<file path="config.mk">
export PLATFORM = sky130hd
export DESIGN_NAME = lif_param_loader
export DESIGN_NICKNAME = d
export VERILOG_FILES = /design/src/rtl/lif_param_loader_pkg.sv /design/src/rtl/lif_gap_timer.sv /design/src/rtl/lif_param_loader.sv
export SDC_FILE = /design/constraint.sdc
export NUM_CORES = 1
export LEC_CHECK = 0
export CAP_MARGIN = 20
export CORE_UTILIZATION = 50
export DETAILED_ROUTE_END_ITERATION = 10
export GPL_TIMING_DRIVEN = 0
export PLACE_DENSITY = 0.8
export SYNTH_ARGS = -nofsm -noshare
export SYNTH_HDL_FRONTEND = slang
export SYNTH_SLANG_ARGS = --single-unit
</file>
<file path="constraint.sdc">
create_clock -name clk -period 5.48 [get_ports clk]
set_input_delay 1.096 -clock clk [delete_from_list [all_inputs] [get_ports clk]]
set_output_delay 1.096 -clock clk [all_outputs]
set_load 0.01 [all_outputs]
</file>
<file path="src/rtl/lif_param_loader_pkg.sv">
// Shared types and constants for the LIF parameter loader: FSM states, status codes,
// B1 field layout and the reset defaults used when LIF_LOADER_DEFAULTS_EN is defined.
package lif_cfg_pkg;

  typedef enum logic [2:0] {
    IDLE   = 3'd0,
    CFG    = 3'd1,
    TMIN   = 3'd2,
    TMAX   = 3'd3,
    CSUM   = 3'd4,
    COMMIT = 3'd5
  } loader_state_t;

  localparam logic [1:0] ERR_OK      = 2'b00;
  localparam logic [1:0] ERR_CSUM    = 2'b01;
  localparam logic [1:0] ERR_RANGE   = 2'b10;
  localparam logic [1:0] ERR_TIMEOUT = 2'b11;

  localparam int B1_WA_MSB   = 7;
  localparam int B1_WA_LSB   = 5;
  localparam int B1_WB_MSB   = 4;
  localparam int B1_WB_LSB   = 2;
  localparam int B1_LEAK_MSB = 1;
  localparam int B1_LEAK_LSB = 0;

  localparam logic [2:0] DEF_WEIGHT_A      = 3'd3;
  localparam logic [2:0] DEF_WEIGHT_B      = 3'd3;
  localparam logic [1:0] DEF_LEAK_CONFIG   = 2'd1;
  localparam logic [7:0] DEF_THRESHOLD_MIN = 8'd20;
  localparam logic [7:0] DEF_THRESHOLD_MAX = 8'd120;

  function automatic logic [7:0] frame_csum(input logic [7:0] cfg, input logic [7:0] tmin,
                                            input logic [7:0] tmax);
    return cfg ^ tmin ^ tmax;
  endfunction

endpackage

</file>
<file path="src/rtl/lif_gap_timer.sv">
// Saturating idle-gap counter; expired flags the cycle that completes TIMEOUT_CYCLES
// consecutive enabled cycles, so the caller can act on that same edge.
module lif_gap_timer #(
  parameter int TIMEOUT_CYCLES = 64,
  parameter int W              = $clog2(TIMEOUT_CYCLES + 1)
) (
  input  logic clk,
  input  logic reset,
  input  logic clear,
  input  logic enable,
  output logic expired
);

  localparam logic [W-1:0] LIMIT = W'(TIMEOUT_CYCLES);
  localparam logic [W-1:0] LAST  = W'(TIMEOUT_CYCLES - 1);

  logic [W-1:0] count_r;

  // gap counter: clears on request, counts while enabled, saturates at the limit
  always_ff @(posedge clk) begin
    if (reset || clear) begin
      count_r <= '0;
    end else if (enable && (count_r != LIMIT)) begin
      count_r <= count_r + W'(1);
    end
  end

  assign expired = enable && (count_r >= LAST);

endmodule

</file>
<file path="src/rtl/lif_param_loader.sv">
// Framed byte-stream loader for LIF neuron parameters with checksum/range validation and
// atomic commit. Define LIF_LOADER_DEFAULTS_EN to reset into a usable parameter set.
module lif_param_loader
  import lif_cfg_pkg::*;
#(
  parameter logic [7:0] SYNC_BYTE      = 8'hA5,
  parameter int         TIMEOUT_CYCLES = 64
) (
  input  logic       clk,
  input  logic       reset,
  input  logic [7:0] in_data,
  input  logic       in_valid,
  output logic       in_ready,
  output logic [2:0] weight_a,
  output logic [2:0] weight_b,
  output logic [1:0] leak_config,
  output logic [7:0] threshold_min,
  output logic [7:0] threshold_max,
  output logic       params_ready,
  output logic       frame_done,
  output logic [1:0] err_code
);

  loader_state_t state_r, next_state_s;
  logic [7:0] cfg_sh_r, tmin_sh_r, tmax_sh_r;
  logic       csum_err_r, range_err_r;
  logic       accept_s, in_frame_s, gap_expired_s;

  assign accept_s   = in_valid && in_ready;
  assign in_frame_s = (state_r == CFG) || (state_r == TMIN) || (state_r == TMAX) ||
                      (state_r == CSUM);

  lif_gap_timer #(.TIMEOUT_CYCLES(TIMEOUT_CYCLES)) u_gap_timer (
    .clk     (clk),
    .reset   (reset),
    .clear   (accept_s || !in_frame_s),
    .enable  (in_frame_s && !accept_s),
    .expired (gap_expired_s)
  );

  // next-state decode; a sync value inside the frame is plain data
  always_comb begin
    next_state_s = state_r;
    case (state_r)
      IDLE: begin
        if (accept_s && (in_data == SYNC_BYTE)) next_state_s = CFG;
        else                                    next_state_s = IDLE;
      end
      CFG: begin
        if (accept_s)           next_state_s = TMIN;
        else if (gap_expired_s) next_state_s = IDLE;
        else                    next_state_s = CFG;
      end
      TMIN: begin
        if (accept_s)           next_state_s = TMAX;
        else if (gap_expired_s) next_state_s = IDLE;
        else                    next_state_s = TMIN;
      end
      TMAX: begin
        if (accept_s)           next_state_s = CSUM;
        else if (gap_expired_s) next_state_s = IDLE;
        else                    next_state_s = TMAX;
      end
      CSUM: begin
        if (accept_s)           next_state_s = COMMIT;
        else if (gap_expired_s) next_state_s = IDLE;
        else                    next_state_s = CSUM;
      end
      COMMIT:  next_state_s = IDLE;
      default: next_state_s = IDLE;
    endcase
  end

  // state register; in_ready is registered off the next state so it drops for COMMIT only
  always_ff @(posedge clk) begin
    if (reset) begin
      state_r  <= IDLE;
      in_ready <= 1'b1;
    end else begin
      state_r  <= next_state_s;
      in_ready <= (next_state_s != COMMIT);
    end
  end

  // shadow capture and frame checks, evaluated when the checksum byte arrives
  always_ff @(posedge clk) begin
    if (accept_s) begin
      case (state_r)
        CFG:  cfg_sh_r  <= in_data;
        TMIN: tmin_sh_r <= in_data;
        TMAX: tmax_sh_r <= in_data;
        CSUM: begin
          csum_err_r  <= (in_data != frame_csum(cfg_sh_r, tmin_sh_r, tmax_sh_r));
          range_err_r <= (tmin_sh_r > tmax_sh_r);
        end
        default: ;
      endcase
    end
  end

  // committed parameter set and status; the old set is held until a clean commit
  always_ff @(posedge clk) begin
    if (reset) begin
`ifdef LIF_LOADER_DEFAULTS_EN
      weight_a      <= DEF_WEIGHT_A;
      weight_b      <= DEF_WEIGHT_B;
      leak_config   <= DEF_LEAK_CONFIG;
      threshold_min <= DEF_THRESHOLD_MIN;
      threshold_max <= DEF_THRESHOLD_MAX;
      params_ready  <= 1'b1;
`else
      weight_a      <= 3'd0;
      weight_b      <= 3'd0;
      leak_config   <= 2'd0;
      threshold_min <= 8'd0;
      threshold_max <= 8'd0;
      params_ready  <= 1'b0;
`endif
      frame_done    <= 1'b0;
      err_code      <= ERR_OK;
    end else begin
      frame_done <= 1'b0;
      if (state_r == COMMIT) begin
        if (csum_err_r) begin
          err_code <= ERR_CSUM;
        end else if (range_err_r) begin
          err_code <= ERR_RANGE;
        end else begin
          weight_a      <= cfg_sh_r[B1_WA_MSB:B1_WA_LSB];
          weight_b      <= cfg_sh_r[B1_WB_MSB:B1_WB_LSB];
          leak_config   <= cfg_sh_r[B1_LEAK_MSB:B1_LEAK_LSB];
          threshold_min <= tmin_sh_r;
          threshold_max <= tmax_sh_r;
          params_ready  <= 1'b1;
          frame_done    <= 1'b1;
          err_code      <= ERR_OK;
        end
      end else if (gap_expired_s) begin
        err_code <= ERR_TIMEOUT;
      end
    end
  end

endmodule

</file>
Yosys cells after proc, flatten, opt, wreduce, memory -nomap -nowiden. Cells that the tools add are included. W data, S select, Z words.

$add $sub $neg: 1. Order comparisons: 2. Equality and inequality tests: 9. Mux-type cells: 15. Bitwise gates (word level): 5. Reduce and logical (&&, ||, !) cells: 20.

Operators with widths (count): $mux W2 (8); $xor A8 B8 Y8 (2); $pmux W3 S5 (1); $mux W3 (3); $eq A8 B8 Y1 const B (1); $gt A8 B8 Y1 (1); $ne A8 B8 Y1 (1); $reduce_and A2 Y1 (4); $add A7 B1 Y7 const B (1); $ge A7 B6 Y1 const B (1); $ne A7 B7 Y1 const B (1); $eq A3 B2 Y1 const B (2); $eq A3 B3 Y1 const B (2); $logic_and A1 B1 Y1 (5); $logic_or A1 B1 Y1 (5); $eq A3 B1 Y1 const B (1); $logic_not A3 Y1 (1); $mux W1 (3); $ne A3 B3 Y1 const B (1); $not A1 Y1 (3); $reduce_and A3 Y1 (1); $reduce_or A3 Y1 (1); $logic_not A1 Y1 (2); $reduce_bool A2 Y1 (1).

Register bits after elaboration: 65. Input bits: 11. Output and inout bits: 29. Word-level logic and storage cells: 68.

Depth between registers and ports, before layout. Gate-level depths: netlist of the first run.

Word-level depth: 10. Mapped depth: 7. Depth with buffers taken out: 6.

Cells and area by module. A second synthesis of the first run with hierarchy kept.

Cell total of the unflattened synthesis: 283. Area, all modules: 2855.2 um^2.

Modules (own cells, without submodules): lif_param_loader (instances 1, cells each 240, area each 2491.1 um^2, seq. area each 1421.4 um^2); lif_gap_timer (instances 1, cells each 43, area each 364.1 um^2, seq. area each 140.1 um^2).

Least setup slack after synthesis of the first run. No wires, ideal clock.

Kind: input to register. Start point: input in_valid. End point: register tmin_sh_r[0], enable pin. Library setup time: 0.398 ns. Arrival time: 2.218 ns. Required time: 5.082 ns. Slack: 2.864 ns. Cell stages on the path: 2. Path buffers: 0. Path through: nand2_1 nor4b_1.

Longest elaborated chain between the ends: 2.

RTL lines: from (decl) (line lif_param_loader.sv:12) `input logic in_valid,`; $logic_and A1 B1 Y1 (line lif_param_loader.sv:29) `assign accept_s = in_valid && in_ready;`; $reduce_and A2 Y1 (no source line); to (signal assigned) (line lif_param_loader.sv:90) `TMIN: tmin_sh_r <= in_data;`; to (decl) (line lif_param_loader.sv:25) `logic [7:0] cfg_sh_r, tmin_sh_r, tmax_sh_r;`.

No other way between the ends. A chain may end at the register's enable or synchronous reset.

Final worst setup path of the first run.
Start point: input in_valid. End point: register tmin_sh_r[2], enable pin.

Same word-level chain as after synthesis.

==> results by group, run 1 <==
Critical path
  • Worst Path Required: 5.43 ns
  • Setup CP Type: in2reg
  • Setup crit start kind: input port
  • Reg2Reg Depth: 2
  • CP top delay family: simple AND/OR/NAND/NOR gates
  • CP peak stage delay: 0.91 ns
  • Worst r2r dst: tmin_sh_r[2]$_DFFE_PP_
  • Buf/Inv on CP: 1
  • Worst path cell trace: clkdlybuf4s50_1 -> nand2_1 -> nor4b_2
  • R2R Path Start: state_r[1]$_SDFF_PP0_
  • Crit path DAT: 2.64 ns
  • Worst-path maximum fanout: 8
  • Crit-path slowest cell: nor4b_2
  • Reg-to-reg slack, setup: 3.50 ns
  • Worst setup EP type: flop

Power and ir drop
  • Internal Power: 730 uW
  • Comb power frac: 2.8%
  • Final Power: 921 uW
  • Leakage power: 1.24 nW
  • Sequential power share: 54.5%
  • Clock share of power: 42.7%
  • Pwr/cell area: 262 nW/um2
  • Sw frac: 20.8%
  • Peak supply drop: 0.000179 V
  • NetSw: 191 uW

Min path
  • Hold Crit Depth: 2
  • Hold crit path type: reg2reg
  • Worst Hold End: threshold_max[7]$_SDFFE_PP0P_
  • Hold Path Origin: threshold_max[7]$_SDFFE_PP0P_

Layout
  • Reg area: 1560 um2
  • Fillcell total: 451
  • Layout overhead on the synthesized area: 23.9%
  • Final Core Density: 64.2%
  • Nets: 347
  • Ant. Diodes: 0
  • Share of layout cells above drive strength 1: 8.16%
  • Multi-input logic area: 1180 um2
  • Cell area after layout: 3510 um2
  • Final Non-Filler Cells: 403

Die
  • Core area: 5470 um2
  • IO Count: 40
  • Site row count: 27
  • Die width: 77.3 um
  • Full die area: 5980 um2
  • Die H: 77.3 um
  • Starting density of the core: 51.8%

STA
  • Worst hold margin: 0.453 ns
  • Slew Viols, Final: 0
  • RSZ-0062 raised after global routing: no
  • Max frequency: 0.372 GHz
  • Tmin final: 2.69 ns
  • Post-route setup slack: 2.79 ns
  • Fin crit share: 49.0%
  • Setup TNS: 0 ns
  • Slew @ Worst Pin: 1.01 ns
  • Hold Vio Cnt, Final: 0
  • Final setup vio count: 0
  • Setup Skew: 0.00792 ns
  • Rel. slew slack: 32.5%

Synth
  • Syn Area/Cell: 10.2 um2
  • Post-synth cell types: 42
  • Ys async rst share: 0%
  • Post-synth EDFFs: 26
  • Synthesized area: 2840 um2
  • Synthesized instance count: 277
  • Synth Net Count: 298
  • Ys flop type: dfxtp_1
  • Yosys warnings: 0
  • Post-synthesis sequential area ratio: 55.1%
  • Synthesis-stage register bit count: 65

Clock network
  • Hold buffer count at CTS: 0
  • Htree depth: 3
  • CTS Buffer Depth: 2
  • Post CTS Setup Buffer Count: 0
  • Clock latency on the worst-skew pair: 0.34 ns
  • TritonCTS Buffers: 9
  • Clk root buf: clkbuf_8
  • PostCTS Resize Cnt: 0
  • CTS Sinks: 65
  • CTS tree: built
  • Clock Pin Slew Worst Setup and Hold Paths: 0.07 ns

Detailed routing
  • Wire per inst: 14.5 um
  • DR pass1 iterations: 5
  • Average vias per placed instance: 5.25
  • Drt drc: 0
  • Final wirelength: 5840 um
  • DRT iter0 DRCs: 136
  • Vias: 2117
  • Antenna-violating nets left: 0

Global route
  • Largest net degree at the start of global routing: 12
  • Number of global-route vias before repair: 2028
  • First-pass GRT wire length: 9640 um
  • GRT Overall Usage: 21.3%
  • Initial antenna violation count: 0
  • GRT overflow: 0

Placed design
  • # port buffers: 38
  • Placement Setup Slack: 2.44 ns
  • DP HPWL: 4100 um
  • Routability congestion estimate: 0.796
  • Placed cells: 387
  • Area after DPL: 3310 um2

Outcome
  • Status: finished, final reports clean

Flow run
  • Max-cap viol count: 0
==> power groups by stage <==
stage	Combinational (mW)	Clock, mW	Sequential (mW)
floorplan	0.0116	0	0.513
detailed placement	0.0252	0	0.513
global route	0.0276	0.423	0.501
CTS	0.0258	0.401	0.502
finish	0.0258	0.394	0.502
global placement	0.0250	0	0.513
==> worst reg2reg max path, stage by stage (launching register included) <==
cell	delay [ns]
dfxtp_1	0.34
clkbuf_1	0.36
nor4b_2	0.89
==> synth_stat cells, types with 2 or more instances <==
library cell | instances | area [um2]
nor2b_1 | 2 | 12.5
and2_1 | 2 | 12.5
xor2_1 | 11 | 96.3
nand2_1 | 57 | 214
a211o_1 | 2 | 17.5
nor4b_1 | 2 | 17.5
nor4bb_1 | 2 | 20.0
buf_2 | 5 | 25.0
edfxtp_1 | 26 | 781
nor2_1 | 12 | 45.0
xnor2_1 | 18 | 158
nand3_1 | 2 | 10.0
a211oi_1 | 4 | 30.0
dfxtp_1 | 39 | 781
a21oi_1 | 32 | 160
clkbuf_1 | 6 | 22.5
nand3b_1 | 3 | 22.5
nand4b_1 | 2 | 17.5
inv_1 | 11 | 41.3
ha_1 | 10 | 125
nor4_1 | 2 | 12.5
nand4_1 | 4 | 25.0
o21ai_0 | 4 | 20.0
==> worst max-delay path by stage <==
stage / from / to / cells after the start
detailed placement: in_valid / tmin_sh_r[3]$_DFFE_PP_ / 3
floorplan: in_valid / tmin_sh_r[0]$_DFFE_PP_ / 2
global route: in_valid / tmin_sh_r[2]$_DFFE_PP_ / 3
CTS: in_valid / tmin_sh_r[2]$_DFFE_PP_ / 3
global placement: in_valid / tmin_sh_r[3]$_DFFE_PP_ / 3
finish: in_valid / tmin_sh_r[2]$_DFFE_PP_ / 3
==> state kept, by name, summed over array words and instances, names as in the netlist, 2 cells and up <==
| register | count |
|---|---|
| weight_a | 3 |
| weight_b | 3 |
| threshold_max | 8 |
| threshold_min | 8 |
| leak_config | 2 |
| cfg_sh_r | 8 |
| u_gap_timer.count_r | 7 |
| state_r | 3 |
| tmax_sh_r | 8 |
| tmin_sh_r | 8 |
| err_code | 2 |
==> cell type report <==
| type | instances | share of cell area [%] |
|---|---|---|
| plain buffers | 12 | 1.67 |
| clock inverters | 4 | 0.641 |
| multi-input cells | 189 | 33.6 |
| well taps | 72 | 2.57 |
| flip-flops and latches | 65 | 44.5 |
| inverters | 11 | 1.18 |
| repair buffers | 38 | 10.8 |
| clock buffers | 12 | 5.06 |
==> cells in the final DEF (no fill, tap or decap), drive strengths merged, types with 2 or more instances in the layout <==
cell	netlist	layout
clkbuf	6	18
o21ai	4	4
buf	6	6
nand4	4	4
nor4b	2	2
clkinv	0	4
nor2	12	12
or4b	2	2
dfxtp	39	39
nor3	2	2
nor4	2	2
nand4b	2	2
clkdlybuf4s50	0	38
ha	10	10
a211o	2	2
xnor2	18	18
edfxtp	26	26
nand3b	3	3
and2	2	2
nand3	2	2
inv	11	11
a21oi	33	33
xor2	11	11
nor2b	2	2
nand2	57	57
nor4bb	2	2
a211oi	4	4
==> logic make-up after synthesis <==
family                     after synthesis  synth area share (%)
DFF                                     65                  55.1
muxes                                    1                 0.353
adders and majority gates               10                  4.41
and+or+nand+nor                         99                  17.0
buffers and inverters                   23                  3.53
AOI/OAI and AO/OA                       50                  10.6
xor gates and xnor gates                29                  8.96
==> layer usage <==
layer | share of wire [%] | up-vias | GRT usage, %
li1 | - | 1052 | -
met1 | 44 | 992 | 26.9
met2 | 49 | 65 | 34.3
met3 | 5.8 | 8 | 4.88
met4 | 1.3 | 0 | 9.81
met5 | 0 | - | 0
(Power assumes the default switching activity.)
==> run 2, diff against run 1 <==
Settings changed: CORE_UTILIZATION 50 to 49, PLACE_DENSITY 0.8 to 0.82.
Clock period 5.48 ns to 2.44 ns, I/O delays scaled along.
==> run 2 against run 1 <==
Non-clock buffer count rose by 1. Die area rose by 2.0%. Design area rose by 1.9%. Via count rose by 1.3%. Global-route usage fell by 0.62 points. Critical path depth rose by 1. Cell count rose by 0.25%. Clock power rose to 3.0 times the previous value. Power rose to 2.6 times the previous value. Critical path type unchanged.
==> results by group, run 2 (same netlist as run 1, synthesis figures left out) <==
Outcome
  • Status: finished, final reports clean (unchanged)

Clock network
  • Clock latency on the worst-skew pair: 0.34 ns (about the same)
  • Htree depth: 3 (unchanged)
  • Hold buffer count at CTS: 0 (unchanged)
  • CTS Buffer Depth: 2 (unchanged)
  • Clk root buf: clkbuf_8 (unchanged)
  • TritonCTS Buffers: 9 (unchanged)
  • CTS tree: built (unchanged)
  • PostCTS Resize Cnt: 0 (unchanged)
  • CTS Sinks: 65 (unchanged)
  • Clock Pin Slew Worst Setup and Hold Paths: 0.07 ns (about the same)
  • Post CTS Setup Buffer Count: 0 (unchanged)

Power and ir drop
  • Final Power: 2.37 mW (was 921 uW)
  • Leakage power: 1.27 nW (was 1.24 nW)
  • Pwr/cell area: 662 nW/um2 (was 262 nW/um2)
  • Peak supply drop: 0.000361 V (was 0.000179 V)

STA
  • Rel. slew slack: 41.2% (was 32.5%)
  • Setup Skew: 0.00556 ns (was 0.00792 ns)
  • Slew @ Worst Pin: 0.878 ns (was 1.01 ns)
  • Post-route setup slack: 0.475 ns (was 2.79 ns)
  • Slew Viols, Final: 0 (unchanged)
  • RSZ-0062 raised after global routing: no (unchanged)
  • Tmin final: 1.97 ns
  • Fin crit share: 80.5%
  • Final setup vio count: 0 (unchanged)
  • Hold Vio Cnt, Final: 0 (unchanged)
  • Max frequency: 0.509 GHz

Critical path
  • Crit path DAT: 1.93 ns (was 2.64 ns)
  • Worst-path maximum fanout: 8 (unchanged)
  • CP top delay family: simple AND/OR/NAND/NOR gates (unchanged)
  • Crit path launch: in_valid (unchanged)
  • Worst path cell trace: clkdlybuf4s50_1 -> and2_1 -> nand2_1 -> nor2_1 (was clkdlybuf4s50_1 -> nand2_1 -> nor4b_2)
  • Worst Path Required: 2.41 ns (was 5.43 ns)
  • Worst setup EP type: flop (unchanged)
  • Setup CP Type: in2reg (unchanged)
  • CP peak stage delay: 0.63 ns (was 0.91 ns)
  • R2R Path Start: state_r[1]$_SDFF_PP0_ (unchanged)
  • Setup crit start kind: input port (unchanged)
  • Buf/Inv on CP: 1 (unchanged)
  • Crit-path slowest cell: nor2_1 (was nor4b_2)

Placed design
  • Routability congestion estimate: 0.849 (was 0.796)
  • # port buffers: 38 (unchanged)
  • Area after DPL: 3320 um2 (was 3310 um2)
  • DP HPWL: 4110 um (was 4100 um)
  • Placement Setup Slack: 0.101 ns (was 2.44 ns)

Global route
  • Number of global-route vias before repair: 1913 (was 2028)
  • Largest net degree at the start of global routing: 12 (unchanged)
  • GRT overflow: 0 (unchanged)
  • First-pass GRT wire length: 9170 um (was 9640 um)
  • GRT Overall Usage: 20.6% (was 21.3%)
  • Initial antenna violation count: 0 (unchanged)

Layout
  • Nets: 348 (was 347)
  • Reg area: 1560 um2 (unchanged)
  • Fillcell total: 450 (was 451)
  • Final Core Density: 64.6% (was 64.2%)
  • Share of layout cells above drive strength 1: 8.73% (was 8.16%)
  • Layout overhead on the synthesized area: 26.2% (was 23.9%)
  • Most frequent cells in the layout: 57 x nand2_1, 39 x dfxtp_1, 38 x clkdlybuf4s50_1 (unchanged)
  • Multi-input logic area: 1180 um2 (unchanged)
  • Commonest non-fill, non-tap cell in the layout: nand2_1 (unchanged)
  • Ant. Diodes: 0 (unchanged)
  • Cell area after layout: 3580 um2 (was 3510 um2)

Die
  • Die H: 78.1 um (was 77.3 um)
  • Site row count: 27 (unchanged)
  • Die width: 78.1 um (was 77.3 um)
  • Core area: 5540 um2 (was 5470 um2)
  • IO Count: 40 (unchanged)
  • Starting density of the core: 51.2% (was 51.8%)
  • Full die area: 6090 um2 (was 5980 um2)

Min path
  • Hold crit path type: reg2reg (unchanged)
  • Hold Path Origin: weight_b[0]$_SDFFE_PP0P_ (was threshold_max[7]$_SDFFE_PP0P_)

Detailed routing
  • Average vias per placed instance: 5.31 (was 5.25)
  • Drt drc: 0 (unchanged)
  • DR pass1 iterations: 4 (was 5)
  • DRT iter0 DRCs: 117 (was 136)
  • Antenna-violating nets left: 0 (unchanged)
  • Wire per inst: 14.5 um (about the same)
  • Final wirelength: 5860 um (was 5840 um)
  • Vias: 2144 (was 2117)

Flow run
  • Max-cap viol count: 0 (unchanged)
[run 2: cell count changes in the layout (fill, tap and decap cells not counted), sizes merged]
cell and delta:
buf +1, bufinv +4, clkbuf -2, clkinv -2
[run 2: power by group]
group	leakage [nW]	total, mW	internal, mW	switching [mW]
sequential	0.550	1.13	1.13	0.000172
combinational	0.589	0.0564	0.0255	0.0309
clock	0.130	1.18	0.779	0.405
total	1.27	2.37	1.93	0.436
[run 2: area by class of cell]
cell class,instances,area share (%)
Inverter,11,1.15
Buffer,12,1.64
Clock inverter,6,3.64
Clock buffer,10,3.57
Timing Repair Buffer,39,10.8
Multi-Input combinational cell,189,33.0
Sequential cell,65,43.7
Tap cell,72,2.52
[run 2: per-layer routing]
metal	up-vias	routed length [um]	track usage, %
met2	81	2740	31.9
met3	13	382	4.19
met1	995	2610	26.0
li1	1055	-	-
met5	-	0	0
met4	0	133	14.1
[run 2: worst min-delay path: stages, from the launching register on]
cell     delay (ns)
dfxtp_1        0.31
nand2_1        0.05
a21oi_1        0.05
[run 2: per-stage QoR]
step / TNS [ns] / instances / hold slack [ns]
after floorplan: 0 / 277 / 0.466
after global placement: -5.47 / 387 / 0.443
after detailed placement: 0 / 388 / 0.447
after CTS: 0 / 404 / 0.456
after global routing: 0 / 404 / 0.475
final: 0 / 404 / 0.454
[run 2: final timing paths]
path / slack [ns] / to / cells past startpoint
max: 0.47 / cfg_sh_r[5]$_DFFE_PP_ / 4
min: 0.45 / weight_b[0]$_SDFFE_PP0P_ / 2
max reg2reg: 0.52 / tmax_sh_r[5]$_DFFE_PP_ / 3
min reg2reg: 0.45 / weight_b[0]$_SDFFE_PP0P_ / 2
